--- config.mk ---
export PLATFORM = sky130hd
export DESIGN_NAME = pc_sequencer
export DESIGN_NICKNAME = d
export VERILOG_FILES = /design/src/rtl/pc_seq_pkg.sv /design/src/rtl/pc_next_sel.sv /design/src/rtl/pc_sequencer.sv
export SDC_FILE = /design/constraint.sdc
export NUM_CORES = 1
export LEC_CHECK = 0
export BUFFER_PORTS_ARGS = -buffer_cell sky130_fd_sc_hd__buf_2
export CAP_MARGIN = 15
export CORE_MARGIN = 2
export CORE_UTILIZATION = 40
export CTS_BUF_LIST = sky130_fd_sc_hd__clkbuf_8
export DETAILED_ROUTE_END_ITERATION = 8
export GPL_ROUTABILITY_DRIVEN = 0
export PLACE_DENSITY_LB_ADDON = 0.15
export REMOVE_ABC_BUFFERS = 1
export SETUP_SLACK_MARGIN = 0.1
export SLEW_MARGIN = 20
export SYNTH_ARGS = -nofsm -noshare
export SYNTH_HDL_FRONTEND = slang
export SYNTH_SLANG_ARGS = --single-unit
--- constraint.sdc ---
create_clock -name clk -period 2.8 [get_ports clk]
set_input_delay 0.28 -clock clk [delete_from_list [all_inputs] [get_ports clk]]
set_output_delay 0.28 -clock clk [all_outputs]
set_load 0.05 [all_outputs]
--- src/rtl/pc_seq_pkg.sv ---
// Shared state, redirect-source encodings and constants for the fetch-stage PC sequencer.
package pc_seq_pkg;

  typedef enum logic [1:0] {
    IDLE = 2'd0,
    REQ  = 2'd1,
    HOLD = 2'd2
  } seq_state_e;

  typedef enum logic [1:0] {
    SRC_NONE   = 2'd0,
    SRC_BRANCH = 2'd1,
    SRC_JUMP   = 2'd2,
    SRC_EXC    = 2'd3
  } redir_src_e;

  localparam int INSTR_BYTES = 4;

endpackage

--- src/rtl/pc_next_sel.sv ---
// Priority mux for PC redirects (exc > jump > branch). With PC_SEQ_ALIGN_CHECK_EN defined,
// a misaligned jump/branch target is replaced by the exception vector and flagged.
module pc_next_sel
  import pc_seq_pkg::*;
#(
  parameter int                ADDR_W  = 32,
  parameter logic [ADDR_W-1:0] EXC_VEC = ADDR_W'(32'h0000_0080)
) (
  input  logic              exc,
  input  logic              jump,
  input  logic [ADDR_W-1:0] jump_target,
  input  logic              branch_taken,
  input  logic [ADDR_W-1:0] branch_target,
  output logic              redir,
  output logic [ADDR_W-1:0] target
`ifdef PC_SEQ_ALIGN_CHECK_EN
  ,
  output logic              misaligned
`endif
);

  redir_src_e        src;
  logic [ADDR_W-1:0] raw_target;

  always_comb begin
    src = SRC_NONE;
    if (exc)               src = SRC_EXC;
    else if (jump)         src = SRC_JUMP;
    else if (branch_taken) src = SRC_BRANCH;
  end

  always_comb begin
    case (src)
      SRC_EXC:    raw_target = EXC_VEC;
      SRC_JUMP:   raw_target = jump_target;
      SRC_BRANCH: raw_target = branch_target;
      default:    raw_target = '0;
    endcase
  end

  assign redir = (src != SRC_NONE);

`ifdef PC_SEQ_ALIGN_CHECK_EN
  // The exception vector itself is never checked, so exc can never raise a fault.
  assign misaligned = ((src == SRC_JUMP) || (src == SRC_BRANCH)) && (raw_target[1:0] != 2'b00);
  assign target     = misaligned ? EXC_VEC : raw_target;
`else
  assign target = raw_target;
`endif

endmodule

--- src/rtl/pc_sequencer.sv ---
// Fetch-stage PC sequencer: req/ack fetch FSM, output register and one-entry skid.
// Optional misaligned-target trap enabled by defining PC_SEQ_ALIGN_CHECK_EN (adds align_fault).
module pc_sequencer
  import pc_seq_pkg::*;
#(
  parameter int                ADDR_W    = 32,
  parameter int                INSTR_W   = 32,
  parameter logic [ADDR_W-1:0] RESET_VEC = '0,
  parameter logic [ADDR_W-1:0] EXC_VEC   = ADDR_W'(32'h0000_0080)
) (
  input  logic               clk,
  input  logic               rst,
  input  logic               stall,
  input  logic               exc,
  input  logic               jump,
  input  logic [ADDR_W-1:0]  jump_target,
  input  logic               branch_taken,
  input  logic [ADDR_W-1:0]  branch_target,
  output logic               fetch_req,
  output logic [ADDR_W-1:0]  fetch_addr,
  input  logic               fetch_ack,
  input  logic [INSTR_W-1:0] fetch_instr,
  output logic               if_valid,
  output logic [INSTR_W-1:0] if_instr,
  output logic [ADDR_W-1:0]  if_pc,
  output logic [ADDR_W-1:0]  if_pc_plus4
`ifdef PC_SEQ_ALIGN_CHECK_EN
  ,
  output logic               align_fault
`endif
);

  seq_state_e         state_q;
  logic [ADDR_W-1:0]  pc_q, fetch_addr_q;
  logic               squash_q;
  logic               if_valid_q, skid_valid_q;
  logic [INSTR_W-1:0] if_instr_q, skid_instr_q;
  logic [ADDR_W-1:0]  if_pc_q, if_pc4_q, skid_pc_q, skid_pc4_q;

  logic               redir;
  logic [ADDR_W-1:0]  redir_target;
  logic [ADDR_W-1:0]  pc_plus4;
  logic               in_req, out_free, req_pending;

  assign pc_plus4    = pc_q + ADDR_W'(INSTR_BYTES);
  assign in_req      = (state_q == REQ);
  assign out_free    = !if_valid_q || !stall;
  // A request still waiting for its ack cannot be withdrawn; its data must be squashed later.
  assign req_pending = in_req && !fetch_ack;

`ifdef PC_SEQ_ALIGN_CHECK_EN
  logic misaligned;
  logic align_fault_q;
`endif

  pc_next_sel #(
    .ADDR_W (ADDR_W),
    .EXC_VEC(EXC_VEC)
  ) u_next_sel (
    .exc          (exc),
    .jump         (jump),
    .jump_target  (jump_target),
    .branch_taken (branch_taken),
    .branch_target(branch_target),
    .redir        (redir),
    .target       (redir_target)
`ifdef PC_SEQ_ALIGN_CHECK_EN
    ,
    .misaligned   (misaligned)
`endif
  );

  always_ff @(posedge clk) begin
    if (rst) begin
      state_q      <= IDLE;
      pc_q         <= RESET_VEC;
      fetch_addr_q <= RESET_VEC;
      squash_q     <= 1'b0;
      if_valid_q   <= 1'b0;
      if_instr_q   <= '0;
      if_pc_q      <= '0;
      if_pc4_q     <= '0;
      skid_valid_q <= 1'b0;
      skid_instr_q <= '0;
      skid_pc_q    <= '0;
      skid_pc4_q   <= '0;
    end else if (redir) begin
      state_q      <= REQ;
      pc_q         <= redir_target;
      if_valid_q   <= 1'b0;
      skid_valid_q <= 1'b0;
      squash_q     <= req_pending;
      if (!req_pending) fetch_addr_q <= redir_target;
    end else begin
      case (state_q)
        IDLE: state_q <= REQ;
        REQ: begin
          if (fetch_ack && !squash_q) begin
            pc_q         <= pc_plus4;
            fetch_addr_q <= pc_plus4;
            if (out_free) begin
              if_valid_q <= 1'b1;
              if_instr_q <= fetch_instr;
              if_pc_q    <= pc_q;
              if_pc4_q   <= pc_plus4;
            end else begin
              skid_valid_q <= 1'b1;
              skid_instr_q <= fetch_instr;
              skid_pc_q    <= pc_q;
              skid_pc4_q   <= pc_plus4;
              state_q      <= HOLD;
            end
          end else begin
            // Ack of a squashed request: drop it and start fetching the redirect target.
            if (fetch_ack) begin
              squash_q     <= 1'b0;
              fetch_addr_q <= pc_q;
            end
            if (out_free) if_valid_q <= 1'b0;
          end
        end
        HOLD: begin
          if (out_free) begin
            if_valid_q   <= skid_valid_q;
            if_instr_q   <= skid_instr_q;
            if_pc_q      <= skid_pc_q;
            if_pc4_q     <= skid_pc4_q;
            skid_valid_q <= 1'b0;
            state_q      <= REQ;
          end
        end
        default: state_q <= IDLE;
      endcase
    end
  end

`ifdef PC_SEQ_ALIGN_CHECK_EN
  always_ff @(posedge clk) begin
    if (rst) align_fault_q <= 1'b0;
    else     align_fault_q <= redir && misaligned;
  end
  assign align_fault = align_fault_q;
`endif

  assign fetch_req   = in_req;
  assign fetch_addr  = fetch_addr_q;
  assign if_valid    = if_valid_q;
  assign if_instr    = if_instr_q;
  assign if_pc       = if_pc_q;
  assign if_pc_plus4 = if_pc4_q;

endmodule
; Word level (Yosys, flattened, before mapping)
; Cells that the tools add are included.
; W data, S select, Z words.
[op_classes]
add_sub_neg = 1
n_eq_ne = 14
muxes = 41
n_bitwise = 2
n_reduce_logical = 24
[op_table]
columns = op, count
row1 = $mux W32, 17
row2 = $pmux W32 S2, 3
row3 = $pmux W32 S3, 1
row4 = $add A32 B3 Y32 const B, 1
row5 = $reduce_and A3 Y1, 5
row6 = $mux W1, 12
row7 = $mux W2, 5
row8 = $reduce_bool A2 Y1, 5
row9 = $ne A2 B2 Y1 const B, 4
row10 = $reduce_and A4 Y1, 2
row11 = $eq A2 B2 Y1 const B, 3
row12 = $ne A3 B3 Y1 const B, 2
row13 = $pmux W2 S3, 1
row14 = $reduce_and A5 Y1, 1
row15 = $eq A2 B1 Y1 const B, 2
row16 = $logic_not A1 Y1, 4
row17 = $ne A2 B1 Y1 const B, 2
row18 = $pmux W1 S2, 2
row19 = $ne A3 B2 Y1 const B, 1
row20 = $reduce_bool A3 Y1, 1
row21 = $logic_and A1 B1 Y1, 2
row22 = $logic_not A2 Y1, 1
row23 = $not A1 Y1, 2
row24 = $reduce_and A2 Y1, 1
row25 = other kinds (2), 2
[word_totals]
reg_bits = 261
input_bits = 103
output_inout_bits = 130
word_cells = 95

; Longest topological paths before layout
; Gate-level depths: netlist (run 1).
[depth]
depth_word = 7
ltp_mapped = 9
depth_no_buf = 6

; Cells and area by module
; Synthesis (run 1) repeated with hierarchy kept, for this count alone.
[unflattened]
cells_unflattened = 1563
hier_area_um2 = 12221.7
[by_module_without_submodules]
columns = mod, instances, cells_per_inst, area_each_um2, seq_area_each_um2
row1 = pc_sequencer, 1, 1451, 11597.4, 5144.9
row2 = pc_next_sel, 1, 112, 624.3, 0.0

; Worst setup path before layout (run 1)
; OpenSTA, ideal clock, no wires.
[synth_timing]
path_kind = register to register
from = reg pc_q[3]
to = reg fetch_addr_q[24], in the netlist fetch_addr[24]
setup_time_ns = 0.074
arrival_time_ns = 2.220
required_time_ns = 2.726
setup_slack_ns = 0.506
path_stages_with_launch = 8
path_buffers = 1
synth_period_minus_slack_ns = 2.294
cell_sequence = dfxtp_1 ha_1 and3_1 clkbuf_1 nand2_1 or4_4 a211o_1 a31oi_1
[synth_via]
elab_chain_len = 4
[synth_rtl]
columns = item, line_no
row1 = start: declaration, pc_sequencer.sv:34  ; logic [ADDR_W-1:0] pc_q, fetch_addr_q;
row2 = start signal: assignment, pc_sequencer.sv:89  ; pc_q <= redir_target;
row3 = start signal: assignment, pc_sequencer.sv:99  ; pc_q <= pc_plus4;
row4 = $add A32 B3 Y32, pc_sequencer.sv:45  ; assign pc_plus4 = pc_q + ADDR_W'(INSTR_BYTES);
row5 = $mux W32, pc_sequencer.sv:98  ; if (fetch_ack && !squash_q) begin
row6 = $mux W32, pc_sequencer.sv:95  ; case (state_q)
row7 = $mux W32, pc_sequencer.sv:87  ; end else if (redir) begin
row8 = end signal: assignment, pc_sequencer.sv:93  ; if (!req_pending) fetch_addr_q <= redir_target;
row9 = end signal: assignment, pc_sequencer.sv:100  ; fetch_addr_q <= pc_plus4;
row10 = end signal: assignment, pc_sequencer.sv:117  ; fetch_addr_q <= pc_q;
row11 = end: declaration, pc_sequencer.sv:34
; No other way between the ends. The select of a mux whose other input is x is not followed.
; A chain may end at the register's enable or synchronous reset.

; Worst setup path in the final report (run 1)
[layout_timing]
from = reg pc_q[13]
to = reg fetch_addr_q[24], in the netlist fetch_addr[24]
; Same word-level chain as after synthesis.

==> results of run 1 <==
synth_stat cells (all sizes together) (6+ instances only):
library cell,count
nand2,312
o31a,7
and4,7
nor2,178
nand4,20
xnor2,23
a31oi,23
nand2b,6
nand3,24
o21ai,79
or4,8
nor3,60
dfxtp,257
inv,18
a311oi,69
a21oi,156
a211o,7
and3,6
clkbuf,134
o31ai,7
a22oi,24
a21boi,6
a211oi,37
buf,33
nor4,23
power groups by stage:
stage / Clock, uW / Sequential [uW] / Combinational [uW]
finish: 3350 / 3780 / 877
global route: 3600 / 3790 / 948
CTS: 3450 / 3780 / 877
detailed placement: 0 / 3860 / 838
global placement: 0 / 3860 / 830
floorplan: 0 / 4050 / 267
through the flow:
stage	hold WS, ns	setup TNS [ns]
5_1_grt	0.1125	0
3_5_place_dp	0.4432	0
3_3_place_gp	0.4380	0
6_report	0.08670	0
4_1_cts	0.05620	0
2_1_floorplan	0.3491	-797.75
state kept, by name, indices dropped and copies added (netlist names), 2 cells and up:
signal,count
fetch_addr,32
if_instr,32
if_pc,32
if_pc_plus4,30
pc_q,32
skid_instr_q,32
skid_pc4_q,30
skid_pc_q,32
state_q,2
worst min-delay path, delay by kind of cell:
family | cells | cell delay [ns]
buffers and inverters | 1 | 0.11
AND/OR/NAND/NOR | 2 | 0.14
AO/OA/AOI/OAI | 1 | 0.06
logic make-up (layout without fill, tap and decap cells):
family / count (synthesis) / in the layout
AND/OR/NAND/NOR: 665 / 665
AO/OA/AOI/OAI: 451 / 451
flip-flops: 257 / 257
buffers and inverters: 186 / 427
XOR/XNOR: 26 / 26
multiplexers: 6 / 6
adder cells (fa/ha/maj): 1 / 1
cell type report:
cell class              instances  area share
flip-flops and latches        257      0.3452
clock buffers                  54     0.04986
well taps                     390     0.03274
inverters                      19    0.004785
clock inverters                22    0.007891
multi-input cells            1149      0.4169
repair buffers                332      0.1426
routing by layer:
metal | global-route usage | share of wire | vias to the layer above
met1 | 0.3421 | 0.45 | 5767
met5 | 0 | 0 | -
li1 | - | - | 6048
met2 | 0.4018 | 0.45 | 497
met4 | 0.07650 | 0.021 | 0
met3 | 0.04027 | 0.074 | 67
path summary, 6_finish.rpt:
check / startpoint / to / slack (ns) / cells past startpoint
max: pc_q[13] / fetch_addr[24] / 0.33 / 5
min: stall / state_q[0] / 0.09 / 4
max reg2reg: pc_q[13] / fetch_addr[24] / 0.33 / 5
min reg2reg: skid_pc_q[22] / skid_pc_q[22] / 0.45 / 2
timing repair:
item	CTS	global route
hold buffers	33	0
resized for setup	0	0
endpoints found under the hold margin	64	0
==> impl_metrics.json, run 1 <==
{
  "dp_slack_ns": 0.3772,
  "layout_setup_ws_ns": 0.3347,
  "synth_area_per_cell_um2": 7.563,
  "postPlaceCellArea_um2": 13710,
  "cts_tree": "done",
  "seqPwrFrac": 0.472,
  "syn-instance-count": 1592,
  "ys.flop_type": "dfxtp_1",
  "ant_nets": 0,
  "multiInputGateArea_um2": 6215,
  "powerDensity_nw_per_um2": 537.6,
  "hpwl_um": 25910,
  "yosysTopAreaCell": "dfxtp_1",
  "synth-compound-area-share": 0.2429,
  "worst_path_most_repeated_cell": "or4_4",
  "synth_edf_count": 0,
  "drt_iter0_drc": 1029,
  "slowest_delay_ns": 0.66,
  "async_reset_ff_frac": 0,
  "drive_gt1_frac": 0.2117,
  "grt_pass1_vias": 11520,
  "internal_power_uw": 5832,
  "mostFrequentLayoutCell": "nand2_1",
  "wl_per_cell_um": 17.98,
  "clkPwrFrac": 0.418,
  "area_growth_pct": 23.80,
  "totalWireLength_um": 39960,
  "via_per_inst": 5.569,
  "grt_use_total": 0.2496,
  "min_path_type": "input port to register",
  "drc": 0,
  "swShare": 0.2722,
  "crit_path_start_kind": "register",
  "fin_skew_ns": 0.01782,
  "drt-pass1-iter-count": 5,
  "synth_top_area_share": 0.4273,
  "ir_drop_mv": 0.2531,
  "postCtsSetupRepairBufs": 0,
  "maxCapViolations": 0,
  "dieArea_um2": 31500,
  "numCtsBuffers": 45,
  "slowest_stage": "or4_4",
  "required_ns": 3.28,
  "p_comb_frac": 0.109,
  "status": "finished, final reports clean",
  "port_buffers": 232,
  "crit_chain": "nand4_2 > or4_4 > or4_4 > a211o_1 > a31oi_1",
  "path_clk_slew_ns": 0.06,
  "final_max_slew_viol_count": 0,
  "hold_viol": 0,
  "p_switching_uw": 2181,
  "fin_crit_ns": 2.465,
  "ys_seq_elements": 257,
  "cp_num_buf_inv": 0,
  "synth_fa_ha_area_frac": 0.001039,
  "yosysWarningCount": 0,
  "placed_cells": 2114,
  "crit_fanout": 12,
  "setup_viol": 0,
  "synthMuxAreaShare": 0.005092,
  "num_vias": 12380,
  "setup.worst_path.end_class": "register",
  "fin_nets": 1908,
  "clock.fmax_mhz": 405.6,
  "ys_types": 62,
  "clock_sinks": 257,
  "ys_seq_area_frac": 0.4273,
  "synth_xor_area_frac": 0.01891,
  "postLayoutCoreUtil": 0.5029,
  "antenna_found_initial": 0,
  "critPathKind": "register to register",
  "timing.final.crit_share": 0.8804,
  "synth_top_family_by_area": "compound AO/OA/AOI/OAI gates",
  "seqCellArea_um2": 5145,
  "ys_top_cells_by_area": "dfxtp_1 (43%), nand2_1 (9.7%), a21oi_1 (6.5%), nor2_1 (5.5%), a311oi_1 (5.0%)",
  "overflow": 0,
  "crit_family": "simple AND/OR/NAND/NOR gates",
  "core_area_um2": 29640,
  "fillers": 2996,
  "cts-root-buf": "clkbuf_8",
  "fp.dieH_um": 177.5,
  "cts-htree-levels": 2,
  "relSlewSlack": 0.3334,
  "ios": 233,
  "p_total_uw": 8013,
  "clock_latency_ns": 0.55,
  "fin_area_um2": 14910,
  "worst_slew_pin_slew_ns": 0.9999,
  "synth_area_um2": 12040,
  "row_count": 63,
  "grt_max_degree": 85,
  "synthSimpleGateAreaFrac": 0.2426,
  "arrival_ns": 2.95,
  "grt_pass1_wl_um": 62670,
  "initial_core_util": 0.4062,
  "die_w_um": 177.5,
  "cts_buffer_depth": 3,
  "layout_common_cells": "nand2_1 (312), dfxtp_1 (257), buf_2 (231), nor2_1 (177), a21oi_1 (156)",
  "total_leakage_power_uw": 0.005566,
  "fin_cells": 2223,
  "grt_setup_unrepaired": "no",
  "diodes": 0
}
(Power assumes the default switching activity.)
==> run 2, diff against run 1 <==
Settings changed: CELL_PAD_IN_SITES_DETAIL_PLACEMENT set to 1, CELL_PAD_IN_SITES_GLOBAL_PLACEMENT set to 2, CORE_UTILIZATION 40 to 32.
==> impl_metrics.json, run 2 (synthesized netlist as in run 1, its figures left out) <==
{
  "status": "finished, final reports clean",
  "fillers": 4575,
  "initial_core_util": 0.3219,
  "postPlaceCellArea_um2": 13890,
  "antenna_found_initial": 0,
  "fp.dieH_um": 198.0,
  "drive_gt1_frac": 0.2132,
  "row_count": 71,
  "core_area_um2": 37400,
  "drc": 0,
  "ant_nets": 0,
  "grt_setup_unrepaired": "no",
  "dieArea_um2": 39190,
  "mostFrequentLayoutCell": "nand2_1",
  "grt_use_total": 0.2373,
  "hpwl_um": 30190,
  "num_vias": 12460,
  "clock_latency_ns": 0.62,
  "setup.worst_path.end_class": "register",
  "crit_path_start": "pc_q[4]",
  "drt_iter0_drc": 628,
  "p_total_uw": 8146,
  "internal_power_uw": 5818,
  "seqPwrFrac": 0.464,
  "port_buffers": 232,
  "grt_max_degree": 102,
  "area_growth_pct": 25.63,
  "fin_cells": 2359,
  "overflow": 0,
  "powerDensity_nw_per_um2": 538.6,
  "grt_pass1_vias": 12470,
  "setup_viol": 0,
  "slowest_stage": "dfxtp_1",
  "cts-htree-levels": 2,
  "wl_per_cell_um": 19.80,
  "cts_buffer_depth": 3,
  "cp_num_buf_inv": 1,
  "drt-pass1-iter-count": 5,
  "numCtsBuffers": 48,
  "maxCapViolations": 0,
  "post_cts_resized": 0,
  "ir_drop_mv": 0.2881,
  "fin_crit_ns": 2.445,
  "critPathKind": "register to register",
  "worst_slew_pin_slew_ns": 0.7447,
  "placed_cells": 2240,
  "fin_nets": 1917,
  "clkPwrFrac": 0.424,
  "p_comb_frac": 0.112,
  "swShare": 0.2858,
  "final_max_slew_viol_count": 0,
  "clock_sinks": 257,
  "arrival_ns": 2.91,
  "cts-root-buf": "clkbuf_8",
  "required_ns": 3.26,
  "relSlewSlack": 0.5016,
  "path_clk_slew_ns": 0.06,
  "totalWireLength_um": 46700,
  "postLayoutCoreUtil": 0.4044,
  "via_per_inst": 5.280,
  "crit_family": "compound AO/OA/AOI/OAI gates",
  "timing.final.crit_share": 0.8730,
  "r2r-start": "pc_q[4]",
  "total_leakage_power_uw": 0.005646,
  "fin_skew_ns": 0.02338,
  "grt_pass1_wl_um": 72280,
  "die_w_um": 198.0,
  "diodes": 0,
  "crit_path_start_kind": "register",
  "crit_fanout": 19,
  "layout_common_cells": "nand2_1 (312), dfxtp_1 (257), buf_2 (231), nor2_1 (177), a21oi_1 (156)",
  "fin_area_um2": 15130,
  "cts_tree": "done",
  "min_path_type": "input port to register",
  "clock.fmax_mhz": 409.1,
  "slowest_delay_ns": 0.57,
  "p_switching_uw": 2328,
  "crit_chain": "nand4_2 > or4_1 > buf_4 > o31a_1 > o31ai_1 > a21oi_1",
  "worstHoldStart": "jump_target[3]",
  "ios": 233,
  "hold_viol": 0
}
## run 2: cell types whose count changed in the layout (fill, tap and decap cells not counted), sizes merged
cell,previous run,this run
buf,299,304
clkinv,2,3
clkbuf,54,56
bufinv,1,0
dlygate4sd3,33,34
inv,36,45
clkinvlp,2,0
## run 2: stage by stage
step / hold slack (ns) / setup WS (ns) / TNS [ns]
after floorplan: 0.3491 / -5.661 / -797.75
after global placement: 0.4375 / 0.4557 / 0
after detailed placement: 0.4420 / 0.3996 / 0
after CTS: 0.02445 / 0.3713 / 0
after global routing: 0.04599 / 0.1386 / 0
final: 0.07505 / 0.3555 / 0
## run 2: layer usage
metal,up-vias,GRT usage,share of wire
met5,-,0,0
met4,0,0.06572,0.019
met3,57,0.04156,0.047
met2,296,0.3824,0.45
met1,6016,0.3258,0.48
li1,6087,-,-
## run 2: tightest hold or removal path, stage by stage
cell and delay, ns:
buf_2 0.09, nand2_1 0.05, a21o_1 0.14, a211oi_1 0.07
## run 2: cell type report
| type | instances | area, um^2 | area share |
|---|---|---|---|
| Tap cell | 511 | 639.4 | 0.04227 |
| Inverter | 19 | 71.32 | 0.004715 |
| Timing Repair Buffer | 338 | 2161 | 0.1429 |
| Clock inverter | 29 | 116.4 | 0.007693 |
| Sequential cell | 257 | 5145 | 0.3401 |
| Multi-Input combinational cell | 1149 | 6222 | 0.4114 |
| Clock buffer | 56 | 770.7 | 0.05096 |
## run 2: path summary, 6_finish.rpt
path | to | slack (ns) | depth (start not counted)
min reg2reg | if_pc_plus4[12] | 0.45 | 2
min | pc_q[3] | 0.08 | 4
max | if_pc_plus4[21] | 0.36 | 6
max reg2reg | if_pc_plus4[21] | 0.36 | 6
## run 2: what timing repair did
action / CTS / global route
hold buffers: 34 / 0
buffers inserted: 0 / 0
hold endpoints to repair: 66 / 0
## run 2: power groups by stage
| stage | combinational [uW] | sequential, uW | clock (uW) |
|---|---|---|---|
| after detailed placement | 872 | 3860 | 0 |
| after CTS | 911 | 3780 | 3600 |
| after floorplan | 267 | 4050 | 0 |
| final | 910 | 3780 | 3460 |
| after global routing | 985 | 3790 | 3760 |
| after global placement | 860 | 3860 | 0 |
